<file path="config.mk">
export PLATFORM = sky130hd
export DESIGN_NAME = divclk_tick_counter_flat
export DESIGN_NICKNAME = d
export VERILOG_FILES = /design/src/rtl/divclk_tick_counter_if.sv /design/src/rtl/divclk_tick_counter.sv /design/src/flat_wrapper.sv
export SDC_FILE = /design/constraint.sdc
export NUM_CORES = 1
export LEC_CHECK = 0
export ABC_AREA = 0
export CORE_UTILIZATION = 49
export DETAILED_ROUTE_END_ITERATION = 7
export PLACE_DENSITY = 0.84
export SYNTH_ARGS = -nofsm -noshare
export SYNTH_HDL_FRONTEND = slang
export SYNTH_SLANG_ARGS = --single-unit
</file>
<file path="constraint.sdc">
create_clock -name clk -period 4.1 [get_ports clk]
set_input_delay 0.82 -clock clk [delete_from_list [all_inputs] [get_ports clk]]
set_output_delay 0.82 -clock clk [all_outputs]
set_load 0.01 [all_outputs]
</file>
<file path="src/rtl/divclk_tick_counter_if.sv">
// Control/status bundle between the divider-driven tick counter and its user.
// master drives the controls, slave is the counter itself.
interface divclk_tick_counter_if #(
    parameter int WIDTH = 8
);
    logic             div_clk_in;
    logic             en;
    logic             up_dn;
    logic             one_shot;
    logic             load;
    logic [WIDTH-1:0] load_val;
    logic [WIDTH-1:0] count;
    logic             tc_pulse;
    logic             done;

    modport master (
        output div_clk_in, en, up_dn, one_shot, load, load_val,
        input  count, tc_pulse, done
    );

    modport slave (
        input  div_clk_in, en, up_dn, one_shot, load, load_val,
        output count, tc_pulse, done
    );
endinterface

</file>
<file path="src/rtl/divclk_tick_counter.sv">
// Counts rising edges of the divider output (sampled as data in the clk domain),
// up/down modulo MAX_COUNT+1 with load and one-shot modes.
// Optional build macro TICK_CNT_SAT_EN: saturate at the limits instead of wrapping.
module divclk_tick_counter #(
    parameter int WIDTH     = 8,
    parameter int MAX_COUNT = 255
) (
    input  logic                clk,
    input  logic                rst_n,
    divclk_tick_counter_if.slave bus
);
    localparam logic [1:0] IDLE = 2'd0;
    localparam logic [1:0] RUN  = 2'd1;
    localparam logic [1:0] DONE = 2'd2;

    localparam logic [WIDTH-1:0] MAX_V = WIDTH'(MAX_COUNT);

    logic [1:0]       state;
    logic             div_q;
    logic [WIDTH-1:0] count;
    logic             tc_q;
    logic             tick;
    logic [WIDTH-1:0] term;
    logic [WIDTH-1:0] nxt;
    logic             at_term;
    logic [WIDTH-1:0] load_clamped;

    always_comb begin
        tick         = bus.div_clk_in & ~div_q;
        term         = bus.up_dn ? MAX_V : '0;
        at_term      = (count == term);
        // Only used when not already at the limit, so it never leaves 0..MAX_COUNT.
        nxt          = bus.up_dn ? count + 1'b1 : count - 1'b1;
        load_clamped = (bus.load_val > MAX_V) ? MAX_V : bus.load_val;
    end

    always_ff @(posedge clk) begin
        if (!rst_n) begin
            state <= IDLE;
            count <= '0;
            tc_q  <= 1'b0;
            div_q <= bus.div_clk_in;   // no phantom edge right after release
        end else begin
            div_q <= bus.div_clk_in;
            tc_q  <= 1'b0;
            if (bus.load) begin
                count <= load_clamped;
                state <= bus.en ? RUN : IDLE;
            end else begin
                case (state)
                    IDLE: if (bus.en) state <= RUN;
                    RUN: begin
                        if (!bus.en) begin
                            state <= IDLE;
                        end else if (tick) begin
                            if (bus.one_shot) begin
                                if (!at_term) count <= nxt;
                                if (at_term || nxt == term) begin
                                    state <= DONE;
                                    tc_q  <= 1'b1;
                                end
                            end else begin
`ifdef TICK_CNT_SAT_EN
                                if (!at_term) begin
                                    count <= nxt;
                                    tc_q  <= (nxt == term);
                                end
`else
                                count <= at_term ? (bus.up_dn ? '0 : MAX_V) : nxt;
                                tc_q  <= at_term;
`endif
                            end
                        end
                    end
                    DONE:    ;
                    default: state <= IDLE;
                endcase
            end
        end
    end

    assign bus.count    = count;
    assign bus.tc_pulse = tc_q;
    assign bus.done     = (state == DONE);
endmodule

</file>
<file path="src/flat_wrapper.sv">
// flat-port wrapper written by rule: the top's interface ports become plain ports
module divclk_tick_counter_flat 
#(
    parameter int WIDTH     = 8,
    parameter int MAX_COUNT = 255
)
  (clk, rst_n, bus_div_clk_in, bus_en, bus_up_dn, bus_one_shot, bus_load, bus_load_val, bus_count, bus_tc_pulse, bus_done);
  divclk_tick_counter_if #(.WIDTH(WIDTH)) bus_i ();
  input  logic clk;
  input  logic rst_n;
  input wire logic [$bits(bus_i.div_clk_in)-1:0] bus_div_clk_in;
  input wire logic [$bits(bus_i.en)-1:0] bus_en;
  input wire logic [$bits(bus_i.up_dn)-1:0] bus_up_dn;
  input wire logic [$bits(bus_i.one_shot)-1:0] bus_one_shot;
  input wire logic [$bits(bus_i.load)-1:0] bus_load;
  input wire logic [$bits(bus_i.load_val)-1:0] bus_load_val;
  output wire logic [$bits(bus_i.count)-1:0] bus_count;
  output wire logic [$bits(bus_i.tc_pulse)-1:0] bus_tc_pulse;
  output wire logic [$bits(bus_i.done)-1:0] bus_done;
  assign bus_i.div_clk_in = bus_div_clk_in;
  assign bus_i.en = bus_en;
  assign bus_i.up_dn = bus_up_dn;
  assign bus_i.one_shot = bus_one_shot;
  assign bus_i.load = bus_load;
  assign bus_i.load_val = bus_load_val;
  assign bus_count = bus_i.count;
  assign bus_tc_pulse = bus_i.tc_pulse;
  assign bus_done = bus_i.done;
  divclk_tick_counter #(.WIDTH(WIDTH), .MAX_COUNT(MAX_COUNT)) u_core (.clk(clk), .rst_n(rst_n), .bus(bus_i));
endmodule
</file>
# Yosys cells after proc, flatten, opt, wreduce, memory -nomap -nowiden
# Cells that the tools add are included.
# W data, S select, Z words.
[word_totals]
input_bits = 15
regBits = 12
[classes]
mux = 21
n_reduce_logical = 8
n_eq_ne = 10
add_sub_neg = 2
n_bitwise = 6
order_cmp = 1
[op_table]
columns = ["operator", "n"]
rows = [
  ["$mux W8", 11],
  ["$eq A8 B8 Y1", 2],
  ["$mux W2", 6],
  ["$add A8 B1 Y8 const B", 1],
  ["$gt A8 B8 Y1 const B", 1],
  ["$ne A4 B3 Y1 const B", 2],
  ["$sub A8 B1 Y8 const B", 1],
  ["$ne A3 B3 Y1 const B", 2],
  ["$pmux W2 S3", 1],
  ["$reduce_bool A2 Y1", 3],
  ["$not A1 Y1", 5],
  ["$reduce_and A5 Y1", 1],
  ["$reduce_or A5 Y1", 1],
  ["$ne A4 B4 Y1 const B", 1],
  ["$reduce_and A4 Y1", 1],
  ["$mux W1", 3],
  ["$eq A2 B1 Y1 const B", 1],
  ["$eq A2 B2 Y1 const B", 1],
  ["$logic_not A2 Y1", 1],
  ["$ne A2 B2 Y1 const B", 1],
  ["$and A1 B1 Y1", 1],
  ["$logic_or A1 B1 Y1", 1],
]

# Longest topological paths before layout
[logic_depth]
depth_word = 10
mapped_depth = 12

# Worst setup path before layout
# No wires, ideal clock.
[synth_path]
path_kind = "input-to-reg"
start = "in bus_up_dn"
end = "reg u_core.tc_q, in the netlist u_core.bus.tc_pulse"
n_path_buf = 2
cell_stages = 11
required_time_ps = 4013
setup_slack_ps = 842
setup_time_ps = 87
t_arrival_ps = 3171
path_cell_list = "buf_2 > inv_1 > ha_1 > buf_6 > nor3b_1 > and3_1 > or4b_4 > a2111o_1 > mux2i_1 > a31oi_1 > nor4b_2"
[synth_between]
elab_chain_len = 5
word_cells_on_any_way = 7
cone_classes = "eq/ne: 2; mux: 4; reduce/logical: 1"
[synth_rtl]
columns = ["item", "line", "rtl"]
rows = [
  ["start, declared", "flat_wrapper.sv:13", "input wire logic [$bits(bus_i.up_dn)-1:0] bus_up_dn;"],
  ["$mux W8, on equally long branches", "divclk_tick_counter.sv:30, divclk_tick_counter.sv:33", ""],
  ["$eq A8 B8 Y1, on equally long branches", "divclk_tick_counter.sv:31, divclk_tick_counter.sv:58", ""],
  ["$logic_or A1 B1 Y1", "divclk_tick_counter.sv:58", "if (at_term || nxt == term) begin"],
  ["$mux W1", "divclk_tick_counter.sv:58", ""],
  ["$mux W1 (*)", "divclk_tick_counter.sv:56", "if (bus.one_shot) begin"],
  ["end signal, assigned", "divclk_tick_counter.sv:70", "tc_q <= at_term;"],
  ["end, declared", "divclk_tick_counter.sv:21", "logic tc_q;"],
]
# Mark *: on every way between the ends. The rest lies on a longest branch, timed or not.
# A chain may end at the register's enable or synchronous reset.

# Worst setup path in the final report
# Ends and elaborated chain as after synthesis.

==> impl_metrics.ini <==
[run_status]
outcome = complete, no violations

[clock_network]
ctsResizeCount = 0
hold_buffers = 0
cts_tree = yes
cts_root_buf = clkbuf_4
postCtsSetupRepairBufs = 0
cts_max_path_buffers = 2
cts_buffers = 3
clk_latency_ns = 0.28
clk_pin_slew_ns = 0.09
cts.sinks = 12
htree_levels = 1

[worst_setup_path]
startpoint = bus_up_dn
worstPathMaxFanout = 9
arrival_ns = 3.76
required_ns = 4.29
cp-end-kind = flop
worstSetupPathType = in2reg
reg2reg_from = u_core.bus.count[5]
start_kind = input pin

[floorplan]
fp.dieW_um = 47.8
ios = 25
start_util_pct = 52.5
die-area_sq_mm = 0.00229
fp-row-count = 16
core_sq_mm = 0.00196
chipHeight_um = 47.8

[sta]
final_max_slew_viol_count = 0
fmax_ghz = 0.280
finalCritPeriodShare_pct = 87.2
skew_ns = 0.0105
setup_viol = 0
rsz0062_at_grt = false
min_period_ns = 3.57
hold_viol_final = 0
slew-limit-headroom_pct = 59.5
fin_setup_tns_ns = 0
tightest_slew_ns = 0.606

[placed_design]
place.port_buffers = 24
dp_cells = 176
dp_hpwl_mm = 2.08
gp_congestion = 0.859

[grt]
grt_pass1_vias = 978
grtUsageTotal_pct = 26.4
grt.overflow.total = 0
grt_pass1_wl_mm = 4.25
grt_max_degree = 18
antenna_found_initial = 0

[cells_and_area]
drive_above_1_share_pct = 6.54
final_cells = 180
nets = 176
synthToLayoutAreaGrowth_pct = 27.3
fin_util_pct = 66.8
antennaDiodeCount = 0

[flow_run]
maxCapViolCount = 0

[synthesis]
ys_ff_latch = 12
ys_seq_area_share_pct = 23.3
synth.area.top_cells = dfxtp_1, ha_1, a211oi_1
yosys_warnings = 0
syn_nets = 151
postSynthCellCount = 129
synthDistinctLibCells = 40
synth_edf_count = 0
syn_avg_cell_area_sq_um = 7.98
yosys.area.top_type = dfxtp_1
async_reset_ff_share_pct = 0
synth-main-ff-cell = dfxtp_1
netlist.area_leader.share_pct = 23.3
synth_area_sq_mm = 0.00103
synth_commonest_cells = dfxtp_1, nand2_1, nor2_1

[detailed_routing]
wl_per_cell_um = 15.1
drt_wl_total_mm = 2.72
wl_met3_um = 191
drt_iter0_drc = 40
drt-met1-wl_mm = 1.20
route.met2.wl_mm = 1.27
drtPass1Iterations = 4
final_antenna_net_count = 0
highest_layer = met4
vias_per_cell = 6.27
drc = 0
routed-via-count = 1128

[power]
ir_worst_vdd_mv = 0.184
power_density_mw_per_mm2 = 290
p_leak_nw = 0.503
finalPower_uw = 381

[worst_hold_path]
hold_class = reg2reg
min-delay-start = u_core.bus.count[3]
[sequential cells by signal, indices dropped and copies added (netlist names)]
name,cells
u_core.bus.tc_pulse,1
u_core.state,2
u_core.div_q,1
u_core.bus.count,8
[through the flow]
step | hold WS, ns | setup WS, ns | instance area [sq um]
finish | 0.552 | 0.525 | 1310
global route | 0.578 | 0.394 | 1310
CTS | 0.554 | 0.595 | 1310
detailed placement | 0.531 | 0.305 | 1270
global placement | 0.520 | 0.433 | 1270
floorplan | 0.548 | 0.842 | 1030
[routing by layer]
layer  vias up  track usage [%]
met5         -                0
met4         0             11.7
met3        10             5.28
met2        54             44.1
met1       523             32.7
li1        541                -
[power breakdown]
part           internal (mW)  switching (mW)
Sequential             0.125         0.00853
Combinational         0.0713          0.0764
Clock                 0.0540          0.0457
Total                  0.250           0.131
[critical path, stage by stage]
cell,delay (ns)
clkdlybuf4s50_1,0.48
inv_1,0.15
ha_1,0.47
and2b_2,0.25
a31oi_1,0.14
or4b_4,0.49
a2111o_1,0.35
mux2i_1,0.23
a31oi_1,0.16
nor4b_2,0.23
[final timing paths]
check        slack, ns  depth (start not counted)                  end
min               0.55                          2  u_core.bus.count[3]
max reg2reg       1.39                          8  u_core.bus.tc_pulse
min reg2reg       0.55                          2  u_core.bus.count[3]
max               0.53                         10  u_core.bus.tc_pulse
[layout by cell type (no fill, tap or decap), types with 5 or more instances in the layout]
master / n
dfxtp_1: 12
inv_1: 7
nor2_1: 12
o21ai_0: 7
mux2i_1: 5
a21oi_1: 11
clkdlybuf4s50_1: 24
ha_1: 6
a211oi_1: 8
nand2_1: 12
[layout make-up]
| class | instances | area [sq um] |
|---|---|---|
| inverter | 7 | 26.3 |
| sequential | 12 | 240 |
| tap | 27 | 33.8 |
| clock buffer | 4 | 36.3 |
| fill | 176 | 651 |
| multi-input combinational | 105 | 727 |
| timing repair buffer | 25 | 248 |
[cells by family (layout without fill, tap and decap cells)]
group	after synthesis	after routing	share of synthesized area (%)
AO/OA/AOI/OAI	42	42	27.8
AND/OR/NAND/NOR	48	48	26.1
XOR/XNOR	3	3	2.55
multiplexers	5	5	4.86
adder cells (fa/ha/maj)	7	7	9.23
buffers and inverters	12	36	6.08
flip-flops	12	12	23.3
(Power assumes the default switching activity.)
